==> config.mk <==
export PLATFORM = sky130hd
export DESIGN_NAME = icache_ctrl_flat
export DESIGN_NICKNAME = d
export VERILOG_FILES = /design/src/rtl/icache_ctrl_if.sv /design/src/rtl/icache_ctrl.sv /design/src/flat_wrapper.sv
export SDC_FILE = /design/constraint.sdc
export NUM_CORES = 1
export LEC_CHECK = 0
export CAP_MARGIN = 30
export CORE_MARGIN = 3
export CORE_UTILIZATION = 35
export CTS_CLUSTER_SIZE = 8
export DETAILED_ROUTE_END_ITERATION = 6
export PLACE_DENSITY_LB_ADDON = 0.15
export SYNTH_ARGS = -nofsm -noshare
export SYNTH_HDL_FRONTEND = slang
export SYNTH_SLANG_ARGS = --single-unit
==> constraint.sdc <==
create_clock -name clk -period 4.1 [get_ports clk]
set_clock_uncertainty 0.05 [all_clocks]
set_input_delay 0.82 -clock clk [delete_from_list [all_inputs] [get_ports clk]]
set_output_delay 0.82 -clock clk [all_outputs]
set_load 0.02 [all_outputs]
==> src/rtl/icache_ctrl_if.sv <==
// Fetch-side, SRAM-side and line-fill signals of the instruction cache controller.
// slave is the controller's view; master is the surrounding fetch/SRAM/memory side.
interface icache_ctrl_if #(
  parameter int unsigned SETS  = 16,
  parameter int unsigned WAYS  = 4,
  parameter int unsigned TAG_W = 23,
  parameter int unsigned OFF_W = 5
);
  localparam int unsigned SET_W = $clog2(SETS);

  logic [31:0]         ufp_addr;
  logic [3:0]          ufp_rmask;
  logic                ufp_flush;
  logic                ufp_ready;
  logic                ufp_resp;
  logic [1:0]          hit_way;
  logic [OFF_W-1:0]    resp_offset;
  logic [SET_W-1:0]    arr_set;
  logic [WAYS*TAG_W-1:0] tag_rdata;
  logic [WAYS-1:0]     tag_we;
  logic [WAYS-1:0]     data_we;
  logic [TAG_W-1:0]    tag_wdata;
  logic                dfp_read;
  logic [31:0]         dfp_addr;
  logic                dfp_resp;

  modport slave (
    input  ufp_addr, ufp_rmask, ufp_flush, tag_rdata, dfp_resp,
    output ufp_ready, ufp_resp, hit_way, resp_offset, arr_set,
           tag_we, data_we, tag_wdata, dfp_read, dfp_addr
  );

  modport master (
    output ufp_addr, ufp_rmask, ufp_flush, tag_rdata, dfp_resp,
    input  ufp_ready, ufp_resp, hit_way, resp_offset, arr_set,
           tag_we, data_we, tag_wdata, dfp_read, dfp_addr
  );
endinterface

==> src/rtl/icache_ctrl.sv <==
// 4-way set-associative instruction cache controller: request stage, tag compare,
// valid/PLRU state and the pass-through / allocate / allocate-stall miss sequencer.
module icache_ctrl #(
  parameter int unsigned SETS  = 16,
  parameter int unsigned WAYS  = 4,
  parameter int unsigned TAG_W = 23,
  parameter int unsigned OFF_W = 5
) (
  input logic          clk,
  input logic          rst_n,
  icache_ctrl_if.slave bus
);
  localparam int unsigned SET_W = $clog2(SETS);

  typedef enum logic [1:0] {StPassThru, StAllocate, StAllocateStall} state_e;

  state_e                     r_state;
  logic                       r_stage_valid;
  logic [TAG_W-1:0]           r_stage_tag;
  logic [SET_W-1:0]           r_stage_set;
  logic [OFF_W-1:0]           r_stage_off;
  logic [1:0]                 r_victim;
  logic                       r_drop_pending;
  logic                       r_dfp_read;
  logic [SETS-1:0][WAYS-1:0]  r_valid;
  logic [SETS-1:0][2:0]       r_plru;

  logic [WAYS-1:0] w_hit_vec;
  logic [WAYS-1:0] w_set_valid;
  logic [WAYS-1:0] w_fill_we;
  logic [2:0]      w_set_plru;
  logic [1:0]      w_hit_way;
  logic [1:0]      w_new_victim;
  logic            w_pass;
  logic            w_any_hit;
  logic            w_miss;
  logic            w_ready;
  logic            w_accept;
  logic            w_resp;
  logic            w_fill;

  // Tree PLRU: each bit is moved to point away from the way just touched.
  function automatic logic [2:0] plru_touch(input logic [2:0] bits, input logic [1:0] way);
    logic [2:0] nxt;
    nxt    = bits;
    nxt[0] = ~way[1];
    if (way[1]) nxt[2] = ~way[0];
    else        nxt[1] = ~way[0];
    return nxt;
  endfunction

  assign w_set_valid = r_valid[r_stage_set];
  assign w_set_plru  = r_plru[r_stage_set];

  always_comb begin
    for (int w = 0; w < WAYS; w++) begin
      w_hit_vec[w] = w_set_valid[w] && (bus.tag_rdata[w*TAG_W +: TAG_W] == r_stage_tag);
    end
  end

  always_comb begin
    w_hit_way = 2'd0;
    for (int w = WAYS - 1; w >= 0; w--) begin
      if (w_hit_vec[w]) w_hit_way = 2'(w);
    end
  end

  // Lowest invalid way wins over the PLRU choice.
  always_comb begin
    if (!w_set_plru[0]) w_new_victim = w_set_plru[1] ? 2'd1 : 2'd0;
    else                w_new_victim = w_set_plru[2] ? 2'd3 : 2'd2;
    for (int w = WAYS - 1; w >= 0; w--) begin
      if (!w_set_valid[w]) w_new_victim = 2'(w);
    end
  end

  assign w_pass    = (r_state == StPassThru);
  assign w_any_hit = |w_hit_vec;
  // A flush discards the staged request, so it can neither hit nor miss.
  assign w_miss    = w_pass && r_stage_valid && !w_any_hit && !bus.ufp_flush;
  assign w_resp    = w_pass && r_stage_valid && w_any_hit && !bus.ufp_flush;
  assign w_ready   = w_pass && !w_miss;
  assign w_accept  = w_ready && (bus.ufp_rmask != 4'd0);
  assign w_fill    = (r_state == StAllocate) && bus.dfp_resp;
  assign w_fill_we = w_fill ? (WAYS'(1) << r_victim) : '0;

  assign bus.ufp_ready   = w_ready;
  assign bus.ufp_resp    = w_resp;
  assign bus.hit_way     = w_hit_way;
  assign bus.resp_offset = r_stage_off;
  assign bus.arr_set     = w_ready ? bus.ufp_addr[OFF_W +: SET_W] : r_stage_set;
  assign bus.tag_we      = w_fill_we;
  assign bus.data_we     = w_fill_we;
  assign bus.tag_wdata   = r_stage_tag;
  assign bus.dfp_read    = r_dfp_read;
  assign bus.dfp_addr    = {r_stage_tag, r_stage_set, {OFF_W{1'b0}}};

  always_ff @(posedge clk or negedge rst_n) begin
    if (!rst_n) begin
      r_state        <= StPassThru;
      r_stage_valid  <= 1'b0;
      r_stage_tag    <= '0;
      r_stage_set    <= '0;
      r_stage_off    <= '0;
      r_victim       <= 2'd0;
      r_drop_pending <= 1'b0;
      r_dfp_read     <= 1'b0;
      r_valid        <= '0;
      r_plru         <= '0;
    end else begin
      unique case (r_state)
        StPassThru: begin
          if (w_resp) r_plru[r_stage_set] <= plru_touch(w_set_plru, w_hit_way);
          if (w_miss) begin
            r_victim   <= w_new_victim;
            r_dfp_read <= 1'b1;
            r_state    <= StAllocate;
          end else if (w_accept) begin
            r_stage_valid <= 1'b1;
            r_stage_tag   <= bus.ufp_addr[31 -: TAG_W];
            r_stage_set   <= bus.ufp_addr[OFF_W +: SET_W];
            r_stage_off   <= bus.ufp_addr[OFF_W-1:0];
          end else begin
            r_stage_valid <= 1'b0;
          end
        end
        StAllocate: begin
          if (bus.ufp_flush) r_drop_pending <= 1'b1;
          if (bus.dfp_resp) begin
            r_valid[r_stage_set][r_victim] <= 1'b1;
            r_plru[r_stage_set]            <= plru_touch(w_set_plru, r_victim);
            r_dfp_read                     <= 1'b0;
            r_state                        <= StAllocateStall;
          end
        end
        StAllocateStall: begin
          // Staged request survives so the re-read tag produces the hit next cycle.
          if (r_drop_pending || bus.ufp_flush) r_stage_valid <= 1'b0;
          r_drop_pending <= 1'b0;
          r_state        <= StPassThru;
        end
        default: r_state <= StPassThru;
      endcase
    end
  end
endmodule

==> src/flat_wrapper.sv <==
// flat-port wrapper written by rule: the top's interface ports become plain ports
module icache_ctrl_flat 
#(
  parameter int unsigned SETS  = 16,
  parameter int unsigned WAYS  = 4,
  parameter int unsigned TAG_W = 23,
  parameter int unsigned OFF_W = 5
)
  (clk, rst_n, bus_ufp_addr, bus_ufp_rmask, bus_ufp_flush, bus_tag_rdata, bus_dfp_resp, bus_ufp_ready, bus_ufp_resp, bus_hit_way, bus_resp_offset, bus_arr_set, bus_tag_we, bus_data_we, bus_tag_wdata, bus_dfp_read, bus_dfp_addr);
  icache_ctrl_if #(.SETS(SETS), .WAYS(WAYS), .TAG_W(TAG_W), .OFF_W(OFF_W)) bus_i ();
  input logic clk;
  input logic rst_n;
  input wire logic [$bits(bus_i.ufp_addr)-1:0] bus_ufp_addr;
  input wire logic [$bits(bus_i.ufp_rmask)-1:0] bus_ufp_rmask;
  input wire logic [$bits(bus_i.ufp_flush)-1:0] bus_ufp_flush;
  input wire logic [$bits(bus_i.tag_rdata)-1:0] bus_tag_rdata;
  input wire logic [$bits(bus_i.dfp_resp)-1:0] bus_dfp_resp;
  output wire logic [$bits(bus_i.ufp_ready)-1:0] bus_ufp_ready;
  output wire logic [$bits(bus_i.ufp_resp)-1:0] bus_ufp_resp;
  output wire logic [$bits(bus_i.hit_way)-1:0] bus_hit_way;
  output wire logic [$bits(bus_i.resp_offset)-1:0] bus_resp_offset;
  output wire logic [$bits(bus_i.arr_set)-1:0] bus_arr_set;
  output wire logic [$bits(bus_i.tag_we)-1:0] bus_tag_we;
  output wire logic [$bits(bus_i.data_we)-1:0] bus_data_we;
  output wire logic [$bits(bus_i.tag_wdata)-1:0] bus_tag_wdata;
  output wire logic [$bits(bus_i.dfp_read)-1:0] bus_dfp_read;
  output wire logic [$bits(bus_i.dfp_addr)-1:0] bus_dfp_addr;
  assign bus_i.ufp_addr = bus_ufp_addr;
  assign bus_i.ufp_rmask = bus_ufp_rmask;
  assign bus_i.ufp_flush = bus_ufp_flush;
  assign bus_i.tag_rdata = bus_tag_rdata;
  assign bus_i.dfp_resp = bus_dfp_resp;
  assign bus_ufp_ready = bus_i.ufp_ready;
  assign bus_ufp_resp = bus_i.ufp_resp;
  assign bus_hit_way = bus_i.hit_way;
  assign bus_resp_offset = bus_i.resp_offset;
  assign bus_arr_set = bus_i.arr_set;
  assign bus_tag_we = bus_i.tag_we;
  assign bus_data_we = bus_i.data_we;
  assign bus_tag_wdata = bus_i.tag_wdata;
  assign bus_dfp_read = bus_i.dfp_read;
  assign bus_dfp_addr = bus_i.dfp_addr;
  icache_ctrl #(.SETS(SETS), .WAYS(WAYS), .TAG_W(TAG_W), .OFF_W(OFF_W)) u_core (.clk(clk), .rst_n(rst_n), .bus(bus_i));
endmodule
==> results.yml, run 1 <==
status:
  status: "completed"
detailed_routing:
  drc_errors: 0
  viasPerCell: 5.05
  final_antenna_net_count: 0
  drtPass1Iterations: 5
  drt_wl_total_um: 25600
  first_iter_violations: 391
  vias: 6136
  routedWlPerCell_um: 21.1
pwr:
  p_leak_uw: 0.00536
  power_density_nw_per_um2: 721
  ir_drop_uv: 373
floorplan:
  start_util: 0.362
  die_y_um: 163
  num_rows: 56
  dieWidth_um: 163
  dieArea_um2: 26600
  core_region_area_um2: 23800
  num_io_pins: 209
cts:
  clkLatencyLatePin_ps: 420
  root_buffer: "clkbuf_16"
  clk_pin_slew_ps: 60
  cts.sinks: 151
  cts_tree: "yes"
  cts_buffers: 17
  h-tree-depth: 4
  cts.path.max_buffers: 2
sta:
  fin_crit_sh: 0.981
  post-route-min-period_ps: 4020
  tns_ps: 0
  grt_setup_unrepaired: "false"
  timing.fmax_ghz: 0.249
  setup_viol: 0
  maxSlewViolCount: 0
  slew-limit-headroom: 0.484
  hold_ws_ps: 397
  worst_pin_slew_ps: 773
  hold_violations: 0
  final.setup.worst_slack_ps: 78.9
placement:
  numPortBuffers: 203
  placedInstanceArea_um2: 11000
  hpwl_um: 19100
  placedCellCount: 1180
  routabilityCongestion: 0.890
  dpl_worst_slack_ps: -645
setup_path:
  ff2ff_setup_slack_ps: 470
  r2r-start: "u_core.bus.tag_wdata[7]"
  r2r-end: "u_core.r_plru[0]"
  critPathSlowestCell: "or4_4"
  critPathTopFamily: "simple AND/OR/NAND/NOR gates"
  start_kind: "input port"
  criticalPathCategory: "input port to output pin"
  ff2ff_path_depth: 10
  required_ps: 3230
  crit_fanout: 5
  path_cells: "clkdlybuf4s50_1, xor2_1, nor3_2, nand4_1, or4_4, buf_4, and2_1, nor2_1, clkdlybuf4s15_2"
  path_depth: 9
  end_kind: "output pin"
  crit_start: "bus_tag_rdata[67]"
  crit_arrival_ps: 3150
  crit_path_end: "bus_hit_way[1]"
  critical-path-max-stage-delay_ps: 570
  worst-path-buf-inv: 3
grt:
  antenna_found_initial: 1
  grt_pass1_vias: 6512
  grtUsageTotal: 0.193
  grt-ovfl-total: 0
  grt_pass1_wl_um: 39400
  grt_max_degree: 85
synth:
  synth_top_family_by_area: "multiplexers"
  synthMuxAreaShare: 0.226
  ys_async_sr_fraction: 1.00
  yosys.area_share.simple: 0.0684
  ys_warn_count: 0
  syn_avg_cell_area_um2: 12.8
  synth-seq-cells: 151
  yosys.area_share.adder: 0
  synthXorXnorAreaFrac: 0.0933
  synth_enable_flop_cells: 0
  yosysUniqueCellTypes: 51
  synthCells: 676
  synth-main-ff-cell: "dfrtp_1"
  mappedNetlistArea_um2: 8630
  ys_seq_area_frac: 0.438
  synth_compound_area_frac: 0.104
run:
  maxCapViolations: 0
layout:
  register_area_um2: 3780
  final_common_cell: "clkdlybuf4s50_1"
  final_area_um2: 11700
  multi_input_area_um2: 4370
  fin_nets: 1015
  finalNonFillerCells: 1214
  drive_above_1_share: 0.268
  nFillCells: 2140
  area_growth_pct: 35.1
  layout_common_cells: "154 x clkdlybuf4s50_1, 148 x dfrtp_1, 62 x buf_4"
min_path:
  worstHoldPathType: "input port to asynchronous set/reset pin"
Yosys cell counts, types with 10 or more instances:
cell type,instances,area [um^2]
o21bai_1,32,240
nand2_1,19,71.3
mux4_1,18,473
mux2_4,56,841
buf_4,34,255
clkbuf_1,33,124
o21ai_0,10,50.1
mux2_2,31,349
dfrtp_1,151,3780
nor2_1,20,75.1
nor4_1,14,87.6
xor2_1,53,464
nor3_1,14,70.1
a21o_1,33,248
mux4_2,12,270
xnor2_1,39,342
nand4_1,12,75.1
state kept, by name, summed over array words and instances (netlist names), 2 cells and up:
name and cells:
u_core.r_valid 64, u_core.r_plru 48, u_core.bus.tag_wdata 23, u_core.bus.resp_offset 5, u_core.r_stage_set 4, u_core.r_state 2, u_core.r_victim 2
worst reg2reg max path, delay by kind of cell, from the launching register on:
kind | cells | cell delay (ps)
DFF | 1 | 470
AOI/OAI and AO/OA | 2 | 680
xor gates and xnor gates | 1 | 150
muxes | 1 | 380
and+or+nand+nor | 3 | 1050
buffers and inverters | 3 | 730
cells by family (layout without fill, tap and decap cells):
logic type / Yosys count / in the layout
flip-flops: 151 / 151
XOR/XNOR: 92 / 92
buffers and inverters: 92 / 305
AO/OA/AOI/OAI: 111 / 111
multiplexers: 119 / 119
AND/OR/NAND/NOR: 110 / 110
other: 1 / 7
power breakdown:
group	total (uW)	leakage, uW	internal, uW	switching (uW)
logic	4470	0.00316	2340	2130
clock network	1450	0.000255	851	601
registers	2490	0.00195	2010	481
metrics by stage:
step            util  power (uW)
3_3_place_gp   0.463        6820
5_1_grt        0.489        8880
4_1_cts        0.490        8480
3_5_place_dp   0.463        6900
2_1_floorplan      -        5400
6_report       0.489        8410
how the worst min path moves through the flow:
stage / end / slack (ps) / start
floorplan: u_core.r_valid[20] / 370 / u_core.r_valid[20]
global placement: u_core.r_valid[60] / 380 / u_core.r_valid[60]
detailed placement: u_core.r_valid[17] / 390 / u_core.r_valid[17]
CTS: u_core.r_valid[17] / 400 / u_core.r_valid[17]
global route: u_core.r_valid[56] / 410 / u_core.r_valid[56]
finish: u_core.r_plru[44] / 400 / rst_n
repair_timing:
item,CTS,global route
endpoints found under the setup margin,8,7
cloned,1,0
pin swaps,19,8
resized for setup,82,12
buffers inserted,4,0
hold buffers,0,0
layout make-up:
cell class | count | area share
Multi-Input combinational cell | 437 | 0.375
Sequential cell | 151 | 0.324
Timing Repair Buffer | 271 | 0.219
Clock buffer | 20 | 0.0392
Tap cell | 319 | 0.0342
Clock inverter | 9 | 0.00687
Inverter | 5 | 0.00161
Antenna cell | 2 | 0.000429
layer usage:
metal | track usage | vias up | part of all wire
li1 | - | 2805 | -
met4 | 0.0496 | 0 | 0.013
met1 | 0.250 | 3099 | 0.43
met2 | 0.330 | 213 | 0.50
met3 | 0.0408 | 19 | 0.053
met5 | 0 | - | 0
Note: power is estimated with default switching activity, not from simulation.
==> inputs of run 2 (changes only) <==
--- a/config.mk
+++ b/config.mk
@@ -11,6 +11,7 @@
 export CTS_CLUSTER_SIZE = 8
 export DETAILED_ROUTE_END_ITERATION = 6
 export PLACE_DENSITY_LB_ADDON = 0.15
+export SKIP_CTS_REPAIR_TIMING = 1
 export SYNTH_ARGS = -nofsm -noshare
 export SYNTH_HDL_FRONTEND = slang
 export SYNTH_SLANG_ARGS = --single-unit
==> run 2 against run 1 <==
- worst hold slack lost 3.1 ps
- via count grew 0.86%
- non-clock buffer count is the same
- setup slack lost 26 ps
- final cell count is essentially flat
- wire length grew 0.93%
- die area is the same
- sequential power is essentially flat
- core utilization grew 0.62 points
- critical path type unchanged
- critical endpoint is now bus_arr_set[0]
- largest power group unchanged
==> results.yml, run 2 (synthesis gave the netlist of run 1 again) <==
detailed_routing:
  drt_wl_total_um: 25800
  vias: 6189
  drtPass1Iterations: 5
  drc_errors: 0
  viasPerCell: 5.10
  final_antenna_net_count: 0
  routedWlPerCell_um: 21.3
  first_iter_violations: 362
setup_path:
  crit_arrival_ps: 3180
  end_kind: "output pin"
  crit_fanout: 3
  start_kind: "input port"
  criticalPathCategory: "input port to output pin"
  required_ps: 3230
grt:
  grt_pass1_vias: 6473
  grt-ovfl-total: 0
  grt_max_degree: 85
  antenna_found_initial: 0
  grt_pass1_wl_um: 38800
  grtUsageTotal: 0.190
sta:
  worst_pin_slew_ps: 780
  hold_violations: 0
  tns_ps: 0
  post-route-min-period_ps: 4050
  fin_crit_sh: 0.987
  slew-limit-headroom: 0.480
  setup_viol: 0
  timing.fmax_ghz: 0.247
  maxSlewViolCount: 0
cts:
  cts.sinks: 151
  cts.path.max_buffers: 2
  cts_tree: "yes"
  root_buffer: "clkbuf_16"
  clkLatencyLatePin_ps: 420
  clk_pin_slew_ps: 60
  cts_buffers: 17
  h-tree-depth: 4
layout:
  layout_common_cells: "169 x clkdlybuf4s50_1, 150 x dfrtp_1, 60 x buf_4"
  area_growth_pct: 36.8
  fin_nets: 1015
  finalNonFillerCells: 1213
  top_register: "u_core.r_valid"
  utilization: 0.496
  final_common_cell: "clkdlybuf4s50_1"
  largest_reg_flops: 64
  drive_above_1_share: 0.277
pwr:
  ir_drop_uv: 361
  power_density_nw_per_um2: 721
  p_leak_uw: 0.00553
run:
  maxCapViolations: 0
floorplan:
  start_util: 0.362
  num_io_pins: 209
  dieWidth_um: 163
  die_y_um: 163
  num_rows: 56
  dieArea_um2: 26600
  core_region_area_um2: 23800
placement:
  hpwl_um: 19100
  routabilityCongestion: 0.890
  placedCellCount: 1180
  numPortBuffers: 203
status:
  status: "completed"
min_path:
  worstHoldPathType: "input port to asynchronous set/reset pin"
## run 2: cell count changes in the layout (fill, tap and decap cells not counted), sizes merged
| cell | previous run | this run |
|---|---|---|
| dlymetal6s2s | 0 | 27 |
| clkbuf | 21 | 24 |
| clkdlybuf4s50 | 154 | 169 |
| buf | 73 | 71 |
| dlygate4sd2 | 40 | 0 |
| clkdlybuf4s15 | 3 | 0 |
| diode | 2 | 1 |
## run 2: layout make-up
type                       count  area (um^2)
fill                        2109        12000
multi-input combinational    437         4370
sequential                   151         3780
timing repair buffer         271         2700
clock buffer                  20          457
tap                          319          399
clock inverter                 9         80.1
inverter                       5         18.8
antenna                        1         2.50
## run 2: layer usage
metal	up-vias	part of all wire	GRT usage
li1	2797	-	-
met1	3149	0.43	0.244
met2	213	0.50	0.324
met3	30	0.056	0.0436
met4	0	0.016	0.0511
met5	-	0	0
## run 2: power by group
part	switching (uW)	total, uW	internal, uW
Combinational	2140	4550	2400
Sequential	496	2500	2010
Clock	607	1460	851
## run 2: worst max-delay path: stages
cell	delay, ps
clkdlybuf4s50_1	410
xor2_1	160
nor3_2	230
nand4_1	200
or4_4	560
nand4_4	140
o21ai_4	80
buf_6	150
mux2_4	290
buf_6	130
## run 2: path summary, 6_finish.rpt
path / start / to / slack (ps) / cells past startpoint
worst min register to register: u_core.r_valid[13] / u_core.r_valid[13] / 400 / 1
min in group clk: u_core.r_valid[13] / u_core.r_valid[13] / 400 / 1
worst max-delay path: bus_tag_rdata[67] / bus_arr_set[0] / 50 / 10
worst max register to register: u_core.r_stage_set[0] / u_core.r_plru[0] / 450 / 10
worst min-delay path: rst_n / u_core.r_plru[44] / 390 / 1
max in group asynchronous: rst_n / u_core.r_stage_set[0] / 2730 / 2
## run 2: metrics by stage
stage / setup slack (ps) / area, um^2 / hold slack [ps] / power (uW)
floorplan: 534 / 8650 / 370 / 5400
global route: -10.6 / 11800 / 415 / 8980
global placement: -631 / 11000 / 380 / 6820
CTS: -665 / 11600 / 401 / 8390
detailed placement: -645 / 11000 / 387 / 6900
finish: 52.9 / 11800 / 394 / 8510
